===== config.mk =====
export PLATFORM = sky130hd
export DESIGN_NAME = bcd_alu_seq
export DESIGN_NICKNAME = d
export VERILOG_FILES = /design/src/rtl/bcd_alu_seq.sv
export SDC_FILE = /design/constraint.sdc
export NUM_CORES = 1
export LEC_CHECK = 0
export CAP_MARGIN = 20
export CELL_PAD_IN_SITES_DETAIL_PLACEMENT = 1
export CELL_PAD_IN_SITES_GLOBAL_PLACEMENT = 1
export CORE_MARGIN = 2
export CORE_UTILIZATION = 40
export DETAILED_ROUTE_END_ITERATION = 8
export GPL_TIMING_DRIVEN = 0
export PLACE_DENSITY_LB_ADDON = 0.05
export SLEW_MARGIN = 20
export SYNTH_ARGS = -nofsm -noshare
export SYNTH_HDL_FRONTEND = slang
export SYNTH_SLANG_ARGS = --single-unit

===== constraint.sdc =====
create_clock -name clk -period 5.9 [get_ports clk]
set_input_delay 1.18 -clock clk [delete_from_list [all_inputs] [get_ports clk]]
set_output_delay 1.18 -clock clk [all_outputs]
set_load 0.02 [all_outputs]

===== src/rtl/bcd_alu_seq.sv =====
// Digit-serial sign-magnitude BCD adder/subtractor, one digit per clock, LSD first.
// Optional build macro BCD_ALU_SAT_EN: saturate the magnitude to all 9s on overflow.
module bcd_alu_seq #(
    parameter int NUM_DIGITS = 4
) (
    input  logic                    clk,
    input  logic                    nRst,
    input  logic                    start,
    input  logic [2:0]              opcode,
    input  logic [4*NUM_DIGITS:0]   op1,
    input  logic [4*NUM_DIGITS:0]   op2,
    output logic                    busy,
    output logic                    done,
    output logic [4*NUM_DIGITS:0]   result,
    output logic                    o_flag,
    output logic                    sign
);

    localparam int MW = 4 * NUM_DIGITS;
    localparam int CW = (NUM_DIGITS > 1) ? $clog2(NUM_DIGITS) : 1;
    localparam logic [CW-1:0] LAST_DIGIT = CW'(NUM_DIGITS - 1);
    localparam logic [MW-1:0] SAT_MAG = {NUM_DIGITS{4'd9}};
`ifdef BCD_ALU_SAT_EN
    localparam bit SAT_EN = 1'b1;
`else
    localparam bit SAT_EN = 1'b0;
`endif

    typedef enum logic [1:0] {
        S_IDLE,
        S_ADD,
        S_COMP,
        S_DONE
    } state_t;

    state_t          state_reg, state_next;
    logic [CW-1:0]   cnt_reg, cnt_next;
    logic            carry_reg, carry_next;
    logic [MW-1:0]   a_reg, a_next;
    logic [MW-1:0]   b_reg, b_next;
    logic [MW-1:0]   mag_reg, mag_next;
    logic            sa_reg, sa_next;
    logic            sb_reg, sb_next;
    logic [MW:0]     result_reg, result_next;
    logic            o_flag_reg, o_flag_next;
    logic            busy_reg, busy_next;
    logic            done_reg, done_next;

    logic [3:0]      a_dig [NUM_DIGITS];
    logic [3:0]      b_dig [NUM_DIGITS];
    logic [3:0]      m_dig [NUM_DIGITS];
    logic [MW-1:0]   mag_upd;
    logic [3:0]      x_dig, y_dig, sum_digit;
    logic [4:0]      dsum;
    logic            sum_carry;
    logic            same_sign;
    logic            mag_zero;
    logic            eff_sign2;

    assign same_sign = (sa_reg == sb_reg);
    assign eff_sign2 = op2[MW] ^ (opcode == 3'b010);

    // Digit views of the operands and the partial magnitude; mag_upd is the
    // partial magnitude with the digit being produced this cycle already merged in.
    generate
        for (genvar gi = 0; gi < NUM_DIGITS; gi++) begin : g_dig
            assign a_dig[gi] = a_reg[4*gi +: 4];
            assign b_dig[gi] = b_reg[4*gi +: 4];
            assign m_dig[gi] = mag_reg[4*gi +: 4];
            assign mag_upd[4*gi +: 4] = (cnt_reg == CW'(gi)) ? sum_digit : mag_reg[4*gi +: 4];
        end
    endgenerate

    assign mag_zero = (mag_upd == '0);

    // Shared digit adder: operand add in ADD, 10's complement in COMP.
    always_comb begin
        x_dig = a_dig[cnt_reg];
        y_dig = same_sign ? b_dig[cnt_reg] : (4'd9 - b_dig[cnt_reg]);
        if (state_reg == S_COMP) begin
            x_dig = 4'd9 - m_dig[cnt_reg];
            y_dig = 4'd0;
        end
        dsum = {1'b0, x_dig} + {1'b0, y_dig} + {4'd0, carry_reg};
        if (dsum > 5'd9) begin
            sum_digit = dsum[3:0] + 4'd6;
            sum_carry = 1'b1;
        end else begin
            sum_digit = dsum[3:0];
            sum_carry = 1'b0;
        end
    end

    always_comb begin
        state_next  = state_reg;
        cnt_next    = cnt_reg;
        carry_next  = carry_reg;
        a_next      = a_reg;
        b_next      = b_reg;
        mag_next    = mag_reg;
        sa_next     = sa_reg;
        sb_next     = sb_reg;
        result_next = result_reg;
        o_flag_next = o_flag_reg;

        case (state_reg)
            S_IDLE: begin
                if (start) begin
                    state_next = S_ADD;
                    a_next     = op1[MW-1:0];
                    b_next     = op2[MW-1:0];
                    sa_next    = op1[MW];
                    sb_next    = eff_sign2;
                    // Differing signs add the 9's complement, so seed the +1 here.
                    carry_next = (op1[MW] != eff_sign2);
                    cnt_next   = '0;
                    mag_next   = '0;
                end
            end

            S_ADD: begin
                mag_next   = mag_upd;
                carry_next = sum_carry;
                cnt_next   = cnt_reg + 1'b1;
                if (cnt_reg == LAST_DIGIT) begin
                    cnt_next = '0;
                    if (same_sign) begin
                        state_next  = S_DONE;
                        o_flag_next = sum_carry;
                        if (sum_carry && SAT_EN) begin
                            result_next = {sa_reg, SAT_MAG};
                        end else begin
                            result_next = {sa_reg & ~mag_zero, mag_upd};
                        end
                    end else if (sum_carry) begin
                        state_next  = S_DONE;
                        o_flag_next = 1'b0;
                        result_next = {sa_reg & ~mag_zero, mag_upd};
                    end else begin
                        // |A| < |B|: the partial result is a 10's complement.
                        state_next = S_COMP;
                        carry_next = 1'b1;
                    end
                end
            end

            S_COMP: begin
                mag_next   = mag_upd;
                carry_next = sum_carry;
                cnt_next   = cnt_reg + 1'b1;
                if (cnt_reg == LAST_DIGIT) begin
                    cnt_next    = '0;
                    state_next  = S_DONE;
                    o_flag_next = 1'b0;
                    result_next = {sb_reg & ~mag_zero, mag_upd};
                end
            end

            S_DONE: begin
                state_next = S_IDLE;
            end

            default: begin
                state_next = S_IDLE;
            end
        endcase

        busy_next = (state_next == S_ADD) || (state_next == S_COMP);
        done_next = (state_next == S_DONE);
    end

    always_ff @(posedge clk or negedge nRst) begin
        if (!nRst) begin
            state_reg  <= S_IDLE;
            cnt_reg    <= '0;
            carry_reg  <= 1'b0;
            a_reg      <= '0;
            b_reg      <= '0;
            mag_reg    <= '0;
            sa_reg     <= 1'b0;
            sb_reg     <= 1'b0;
            result_reg <= '0;
            o_flag_reg <= 1'b0;
            busy_reg   <= 1'b0;
            done_reg   <= 1'b0;
        end else begin
            state_reg  <= state_next;
            cnt_reg    <= cnt_next;
            carry_reg  <= carry_next;
            a_reg      <= a_next;
            b_reg      <= b_next;
            mag_reg    <= mag_next;
            sa_reg     <= sa_next;
            sb_reg     <= sb_next;
            result_reg <= result_next;
            o_flag_reg <= o_flag_next;
            busy_reg   <= busy_next;
            done_reg   <= done_next;
        end
    end

    assign busy   = busy_reg;
    assign done   = done_reg;
    assign result = result_reg;
    assign o_flag = o_flag_reg;
    assign sign   = result_reg[MW];

endmodule


==> out/qor.txt, run 1 <==
Clock Sinks - 75
fin crit share - 90.07%
max reg flops - 17
Synth warnings - 0
antenna diode count - 0
Synth area leaders - dfrtp_1 43%, mux2_2 9.4%, mux4_2 6.3%
RSZ-0062 raised after global routing - false
largest net degree at the start of global routing - 48
#FFs+latches synth - 75
CTS tree - yes
hold path depth - 2
Final setup viols - 0
# nets final - 546
area of the core - 10420 um^2
clock latency on the worst-skew pair - 0.36 ns
num rows - 37
DRT Pass-1 Iters - 5
Placer Congestion - 0.8311
CP max stage cell - mux4_2
Mapped Cells - 418
Worst path depth - 17
Final Non-Filler Cells - 630
kind of critical path - flop to flop
drt drc - 0
Compound-Gate Fraction of Synth Area - 15.42%
outcome - finished clean
Avg Inst Size Synth - 10.33 um^2
first-pass GRT wire length - 19.82 mm
Max Fclk - 188.2 MHz
Remaining Overflow, GRT - 0
DR vias - 3577
Post-CTS Repair Setup Buffers - 0
Reg2Reg Setup Slack - 0.59 ns
CP Data Arrival Time - 5.56 ns
H-tree levels - 3
Distinct cells, synth - 53
IO buf count - 60
Synth Area in XOR/XNOR - 1.420%
overall global routing resource usage - 22.59%
ys async rst share - 100.0%
Seq/Total Area, Yosys - 43.47%
I/O pins - 61
startpoint types - flop
Bufs and invs on worst path - 4
sequence of cells on the critical path - clkbuf_1, clkbuf_2, mux4_2, a21oi_1, fa_1, inv_1, fa_1, xor2_1, inv_1, ha_1, nand2_1, o31a_2, nand3_1, nand2_1, o21ai_0, a32oi_1, ha_1
hold_buf cts - 0
Required @ worst endpoint - 6.14 ns
Period minus WS final - 5.314 ns
Top FF cell, synth - dfrtp_1
DRT Wirelength - 12.36 mm
clock-pin slew of the registers on the worst-case setup and hold paths - 0.08 ns
post-detailed-route count of antenna-violating nets - 0
Mapped Nets - 474
total negative slack - 0 ns
R2R Path Start - cnt_reg[0]$_DFFE_PN0P_
Post-CTS Resized - 0
critical path's largest stage delay - 0.56 ns
mux share of post-synthesis cell area - 17.50%
final setup skew - 0.005770 ns
Post-Place Cells - 615
CTS Buffer Depth - 2
maxcap violations - 0
Die Ht - 107.9 um
DR iter-0 viols - 226
max_slew headroom - 51.10%
top-count cell post-synth - dfrtp_1
largest family of logic cells by synthesized area - multiplexers
Reg-to-Reg End - busy$_DFF_PN0_
DR WL/cell - 19.62 um
Layout area overhead - 22.78%
Post-synth EDFFs - 0
Hold Crit Class - flop to flop
Die W - 107.9 um
cells on worst reg2reg path - 17
die area - 11640 um^2
DR vias/cell - 5.678
Critical Path Start - cnt_reg[0]$_DFFE_PN0P_
Setup crit end kind - flop
Worst path top cell family by delay - adder cells
CTS Buf Count - 9
vias in the first global route - 3664
mapped cell area - 4318 um^2
fraction of layout cells with a size suffix above 1 - 16.60%
initial core utilization - 41.45%
crit path to - busy$_DFF_PN0_
Adder-Cell Fraction of Synth Area - 4.984%
Worst Path Max Fanout - 10
Hold Vio Cnt, Final - 0
Post-Synth Simple-Gate Area - 12.58%
post-synth top area share - 43.47%
Tightest Pin Transition - 0.7335 ns
cell taking the most area after synthesis - dfrtp_1
initial antenna violation count - 0
CTS Root Cell - clkbuf_8
synth cell count leaders - 75 x dfrtp_1, 46 x nand2_1, 41 x o21ai_0, 36 x mux2_2, 26 x nor2_1
Final Max Slew Viols - 0
DP HPWL - 9.134 mm
[layout make-up]
cell class | count | area (um^2)
Fill cell | 1178 | 5115
Multi-Input combinational cell | 298 | 2241
Sequential cell | 75 | 1877
Timing Repair Buffer | 61 | 618.1
Tap cell | 136 | 170.2
Clock buffer | 13 | 158.9
Buffer | 29 | 141.4
Inverter | 16 | 60.06
Clock inverter | 2 | 35.03
[worst min-delay path, cell delays in order (launching register included)]
cell and delay (ns):
dfrtp_1 0.35, nand2_1 0.05, o21ai_0 0.06
[cells by family after synthesis]
family          Yosys count
mux                      56
xor+xnor                  7
buf+inv                  45
fa+ha+maj                16
simple gates            116
flops                    75
compound gates          103
[how the worst min path moves through the flow]
stage	slack, ns	to	start
6_report	0.48	o_flag$_DFFE_PN0P_	o_flag$_DFFE_PN0P_
5_1_grt	0.52	result[13]$_DFFE_PN0P_	result[13]$_DFFE_PN0P_
4_1_cts	0.49	result[10]$_DFFE_PN0P_	result[10]$_DFFE_PN0P_
3_5_place_dp	0.47	result[10]$_DFFE_PN0P_	result[10]$_DFFE_PN0P_
3_3_place_gp	0.46	result[12]$_DFFE_PN0P_	result[12]$_DFFE_PN0P_
2_1_floorplan	0.46	mag_reg[13]$_DFFE_PN0P_	mag_reg[13]$_DFFE_PN0P_
[cell usage in the layout (no fill, tap or decap), types with 7 or more instances in the layout]
| cell type | n |
|---|---|
| mux2i_1 | 8 |
| nor2b_1 | 8 |
| a21oi_1 | 15 |
| mux2_2 | 36 |
| mux4_2 | 12 |
| inv_1 | 16 |
| nand2_1 | 46 |
| clkdlybuf4s50_1 | 59 |
| clkbuf_8 | 11 |
| nand3_1 | 10 |
| a31oi_1 | 10 |
| nor2_1 | 26 |
| and3_1 | 7 |
| clkbuf_1 | 18 |
| o21ai_0 | 41 |
| dfrtp_1 | 75 |
| ha_1 | 14 |
[per-layer routing]
layer  part of all wire [%]  global-route usage (%)  vias to the layer above
met5                      0                       0                        -
met4                    1.3                   6.593                        0
met3                    4.3                   3.753                       13
met2                     47                   34.77                       99
met1                     48                   32.74                     1807
li1                       -                       -                     1658
[per-stage QoR]
stage	utilization (%)	hold slack, ns	cell area [um^2]	worst slack, ns
after detailed placement	49.02	0.4727	5106	0.2833
final	50.89	0.4830	5301	0.5860
after global routing	50.89	0.5177	5301	0.2197
after floorplan	-	0.4587	4318	1.431
after global placement	48.85	0.4612	5089	0.4187
after CTS	50.88	0.4903	5300	0.2323
Power of run 1 is left out: the tool's default activity adds up to more than one toggle a clock period on the data nets, which glitch-free logic cannot reach.
==> run 2: changes to the inputs <==
- SETUP_SLACK_MARGIN: not set -> 0.4
==> run 2 against run 1 <==
  * Via count fell by 0.28%
  * Non-clock buffer count did not move
  * Clock skew fell by 0.00072 ns
  * First-iteration DRC count fell by 7.5%
  * Fmax rose by 3.2%
  * Largest cell class unchanged
  * Cell count did not move
  * Worst hold slack did not move
  * Wire length barely moved
  * Final area rose by 0.14%
  * Die area did not move
  * Global-route usage did not move
==> out/qor.txt, run 2 (synthesis gave the netlist of run 1 again) <==
outcome - finished clean
met3 routed WL - 489 um (-7.7%)
hold endpoint - o_flag$_DFFE_PN0P_
I/O pins - 61 (unchanged)
DR iter-0 viols - 209 (-7.5%)
critical path's largest stage delay - 0.58 ns (+0.02 ns)
Hold Crit Class - flop to flop
final setup skew - 0.005046 ns (-0.0007243 ns)
Placer Congestion - 0.8311 (unchanged)
H-tree levels - 3 (unchanged)
area of the core - 10420 um^2 (unchanged)
# nets final - 546 (unchanged)
max reg flops - 17 (unchanged)
commonest non-fill, non-tap cell in the layout - dfrtp_1
Die Ht - 107.9 um (unchanged)
Reg-to-Reg End - result[16]$_DFFE_PN0P_
CTS Root Cell - clkbuf_8
total negative slack - 0 ns (unchanged)
hold path depth - 2 (unchanged)
maxcap violations - 0 (unchanged)
Die W - 107.9 um (unchanged)
RSZ-0062 raised after global routing - false
vias in the first global route - 3660 (-0.11%)
DR WL met2 - 5.736 mm (-0.26%)
initial core utilization - 41.45% (unchanged)
Top Metal Used - met4
post-detailed-route count of antenna-violating nets - 0 (unchanged)
DRT Wirelength - 12.35 mm (about the same)
DR vias/cell - 5.662 (-0.28%)
initial antenna violation count - 0 (unchanged)
first-pass GRT wire length - 19.81 mm (about the same)
met1 WL - 5.972 mm (+0.88%)
num rows - 37 (unchanged)
cells on worst reg2reg path - 17 (unchanged)
Layout area overhead - 22.95%
startpoint types - flop
Final setup viols - 0 (unchanged)
DR WL/cell - 19.60 um (about the same)
fillers - 1179 (+0.085%)
sequence of cells on the critical path - clkbuf_2, clkdlybuf4s15_2, mux4_2, nor2_1, a21oi_1, fa_1, inv_1, fa_1, buf_2, inv_1, ha_1, nand2_1, o31a_2, nand3_1, nand3_1, a31oi_1, a31oi_1
CTS tree - yes
DR vias - 3567 (-0.28%)
CP max stage cell - mux4_2
fin crit share - 87.31% (-2.8 points)
fraction of layout cells with a size suffix above 1 - 16.80% (+0.20 points)
die area - 11640 um^2 (unchanged)
Final Max Slew Viols - 0 (unchanged)
R2R Path Start - cnt_reg[0]$_DFFE_PN0P_
commonest cells after routing, fill and taps aside - 75 x dfrtp_1, 59 x clkdlybuf4s50_1, 46 x nand2_1
Hold Vio Cnt, Final - 0 (unchanged)
Worst Path Max Fanout - 10 (unchanged)
Critical Path Start - cnt_reg[0]$_DFFE_PN0P_
HP Start - o_flag$_DFFE_PN0P_
antenna diode count - 0 (unchanged)
Clock Sinks - 75 (unchanged)
Setup crit end kind - flop
kind of critical path - flop to flop
Reg2Reg Setup Slack - 0.75 ns (+0.16 ns)
Bufs and invs on worst path - 5 (+1)
IO buf count - 60 (unchanged)
largest net degree at the start of global routing - 48 (unchanged)
clock-pin slew of the registers on the worst-case setup and hold paths - 0.08 ns (about the same)
overall global routing resource usage - 22.59% (unchanged)
Tightest Pin Transition - 0.7230 ns (-0.01046 ns)
Max Fclk - 194.1 MHz (+3.2%)
CTS Buf Count - 9 (unchanged)
Remaining Overflow, GRT - 0 (unchanged)
DP HPWL - 9.134 mm (unchanged)
max_slew headroom - 51.80% (+0.70 points)
DRT Pass-1 Iters - 4 (-1)
CTS Buffer Depth - 2 (unchanged)
clock latency on the worst-skew pair - 0.36 ns (about the same)
CP Data Arrival Time - 5.37 ns (-0.19 ns)
drt drc - 0 (unchanged)
Period minus WS final - 5.151 ns (-0.1625 ns)
Worst path top cell family by delay - buffers and inverters
Required @ worst endpoint - 6.12 ns (-0.02 ns)
-- run 2: cell count changes in the layout (fill, tap and decap cells not counted), sizes merged --
cell           before  now
clkbuf             31   30
clkdlybuf4s15       0    1
-- run 2: tightest hold or removal path: cells and delay by family (launching register included) --
family | cells | cell delay [ns]
AO/OA/AOI/OAI | 1 | 0.06
flip-flops | 1 | 0.35
AND/OR/NAND/NOR | 1 | 0.05
-- run 2: worst max-delay path by stage --
stage,slack [ns],depth (start not counted),end
floorplan,1.43,18,result[16]$_DFFE_PN0P_
global placement,0.42,17,busy$_DFF_PN0_
detailed placement,0.28,17,busy$_DFF_PN0_
CTS,0.46,17,busy$_DFF_PN0_
global route,0.41,17,busy$_DFF_PN0_
finish,0.75,17,result[16]$_DFFE_PN0P_
-- run 2: layer usage --
layer	up-vias	track usage, %
li1	1666	-
met1	1819	32.86
met2	70	34.64
met3	12	3.753
met4	0	6.593
met5	-	0
-- run 2: what timing repair did --
| action | in CTS | in global routing |
|---|---|---|
| hold buffers | 0 | 0 |
| setup buffers | 0 | 0 |
| endpoints found under the setup margin | 5 | 21 |
| gates resized for setup | 2 | 2 |
-- run 2: cell type report --
cell class	instances	area, um^2	share of cell area (%)
multi-input cells	298	2241	42.21
flip-flops and latches	75	1877	35.35
repair buffers	61	618.1	11.64
well taps	136	170.2	3.205
clock buffers	13	158.9	2.993
plain buffers	29	148.9	2.805
inverters	16	60.06	1.131
clock inverters	2	35.03	0.6599
-- run 2: stage by stage --
stage	std cells	utilization, %	hold slack [ns]	cell area, um^2	setup slack (ns)
floorplan	418	-	0.4587	4318	1.431
global placement	614	48.85	0.4612	5089	0.4187
detailed placement	615	49.02	0.4727	5106	0.2833
CTS	630	50.96	0.4903	5308	0.4578
global route	630	50.97	0.5177	5309	0.4120
finish	630	50.97	0.4830	5309	0.7485
Power of run 2 is left out for the same reason.
==> run 3: changes to the inputs <==
- CORE_ASPECT_RATIO: not set -> 2
- SKIP_CTS_REPAIR_TIMING: not set -> 1
==> run 3 against run 2 <==
  * Setup slack barely moved
  * Critical endpoint is now busy$_DFF_PN0_
  * Via count decreased by 0.45%
  * Sequential share of layout area fell by 0.59 points
  * Worst hold slack lost 0.0043 ns
  * Core utilization grew 0.24 points
  * Clock-buffer cell count decreased by 4
  * Wire length increased by 6.4%
  * Flip-flop and latch count stayed put
  * Fmax is essentially flat
  * Non-clock buffer count unchanged
  * Critical path depth down 1
  * Cell count rose by 0.32%
==> out/qor.txt, run 3 (synthesis gave the netlist of run 1 again) <==
CP max stage cell - clkbuf_1
critical path's largest stage delay - 0.62 ns (+0.04 ns)
antenna diode count - 0 (unchanged)
cells on worst reg2reg path - 16 (-1)
Final setup viols - 0 (unchanged)
clock-pin slew of the registers on the worst-case setup and hold paths - 0.06 ns (-0.02 ns)
CTS Root Cell - clkbuf_16
max_slew headroom - 49.75% (-2.0 points)
RSZ-0062 raised after global routing - false
DR vias - 3551 (-0.45%)
# nets final - 546 (unchanged)
Die Ht - 150.9 um (+40%)
first-pass GRT wire length - 21.53 mm (+8.7%)
largest net degree at the start of global routing - 45 (-6.3%)
Placer Congestion - 0.8815 (+6.1%)
Required @ worst endpoint - 6.13 ns (about the same)
drt drc - 0 (unchanged)
met2 Resource Use GR - 48.52% (+14 points)
DRT Pass-1 Iters - 4 (unchanged)
Period minus WS final - 5.152 ns (+0.0001140 ns)
final setup skew - 0.006897 ns (+0.001851 ns)
H-tree levels - 3 (unchanged)
DR WL/cell - 20.79 um (+6.0%)
R2R Path Start - cnt_reg[1]$_DFFE_PN0P_
Hold Crit Class - flop to flop
vias in the first global route - 4003 (+9.4%)
initial antenna violation count - 0 (unchanged)
I/O pins - 61 (unchanged)
DRT Wirelength - 13.14 mm (+6.4%)
DR vias/cell - 5.619 (-0.76%)
commonest non-fill, non-tap cell in the layout - dfrtp_1
num rows - 53 (+43%)
initial core utilization - 40.95% (-0.50 points)
DP HPWL - 10.20 mm (+12%)
Reg-to-Reg End - busy$_DFF_PN0_
kind of critical path - flop to flop
Max Fclk - 194.1 MHz (about the same)
grt peak-use layer - met2
Hold Vio Cnt, Final - 0 (unchanged)
Tightest Pin Transition - 0.7537 ns (+0.03068 ns)
IO buf count - 60 (unchanged)
total negative slack - 0 ns (unchanged)
post-detailed-route count of antenna-violating nets - 0 (unchanged)
fraction of layout cells with a size suffix above 1 - 17.37% (+0.57 points)
crit path to - busy$_DFF_PN0_
overall global routing resource usage - 24.60% (+2.0 points)
Layout area overhead - 25.04%
maxcap violations - 0 (unchanged)
Die W - 77.47 um (-28%)
CP Data Arrival Time - 5.38 ns (about the same)
Critical Path Start - cnt_reg[1]$_DFFE_PN0P_
Reg2Reg Setup Slack - 0.75 ns (about the same)
Final Max Slew Viols - 0 (unchanged)
startpoint types - flop
Remaining Overflow, GRT - 0 (unchanged)
Setup crit end kind - flop
area of the core - 10540 um^2 (+1.2%)
sequence of cells on the critical path - clkbuf_1, mux4_2, a21oi_1, fa_1, inv_1, fa_1, xor2_1, inv_1, ha_1, nand2_1, o31a_2, nand3_1, nand2_1, o21ai_0, a32oi_1, ha_1
fin crit share - 87.32% (about the same)
CTS Buf Count - 9 (unchanged)
DR iter-0 viols - 148 (-29%)
commonest cells after routing, fill and taps aside - 75 x dfrtp_1, 59 x clkdlybuf4s50_1, 46 x nand2_1
met3 Track Usage GR - 3.337% (-0.42 points)
die area - 11690 um^2 (+0.43%)
CTS Buffer Depth - 2 (unchanged)
CTS tree - yes
clock latency on the worst-skew pair - 0.34 ns (-0.02 ns)
Clock Sinks - 75 (unchanged)
max reg flops - 17 (unchanged)
met1 GRT Util - 24.27% (-8.6 points)
Worst Path Max Fanout - 10 (unchanged)
outcome - finished clean
-- run 3: metal layers --
metal,vias up,wire length [um]
met5,-,0
met4,0,603
met3,36,355
met2,99,7648
met1,1762,4531
li1,1654,-
-- run 3: how the worst min path moves through the flow --
stage | from | end | cells after the start
2_1_floorplan | mag_reg[13]$_DFFE_PN0P_ | mag_reg[13]$_DFFE_PN0P_ | 2
3_3_place_gp | result[12]$_DFFE_PN0P_ | result[12]$_DFFE_PN0P_ | 2
3_5_place_dp | result[11]$_DFFE_PN0P_ | result[11]$_DFFE_PN0P_ | 2
4_1_cts | result[12]$_DFFE_PN0P_ | result[12]$_DFFE_PN0P_ | 2
5_1_grt | result[15]$_DFFE_PN0P_ | result[15]$_DFFE_PN0P_ | 2
6_report | result[12]$_DFFE_PN0P_ | result[12]$_DFFE_PN0P_ | 2
-- run 3: per-stage QoR --
stage	std cells	util, %	hold slack (ns)	instance area, um^2	setup WS [ns]
finish	632	51.20	0.4787	5399	0.7484
global placement	615	48.27	0.4605	5090	0.1508
global route	632	51.20	0.5174	5399	0.4428
CTS	632	51.16	0.4877	5394	0.03392
detailed placement	616	48.51	0.4737	5115	0.03968
floorplan	418	-	0.4587	4318	1.431
-- run 3: layout make-up --
type	instances	area [um^2]
timing repair buffer	61	625.6
tap	137	171.4
sequential	75	1877
inverter	16	60.06
fill	1179	5145
multi-input combinational	298	2241
clock buffer	9	225.2
buffer	29	145.1
clock inverter	7	53.80
-- run 3: critical path: cells and delay by family (launching register included) --
family,cells,cell delay [ns]
compound gates,4,1.05
simple gates,3,0.57
flops,1,0.57
mux,1,0.42
fa+ha+maj,4,1.27
buf+inv,3,0.85
xor+xnor,1,0.30
Power of run 3 is left out for the same reason.
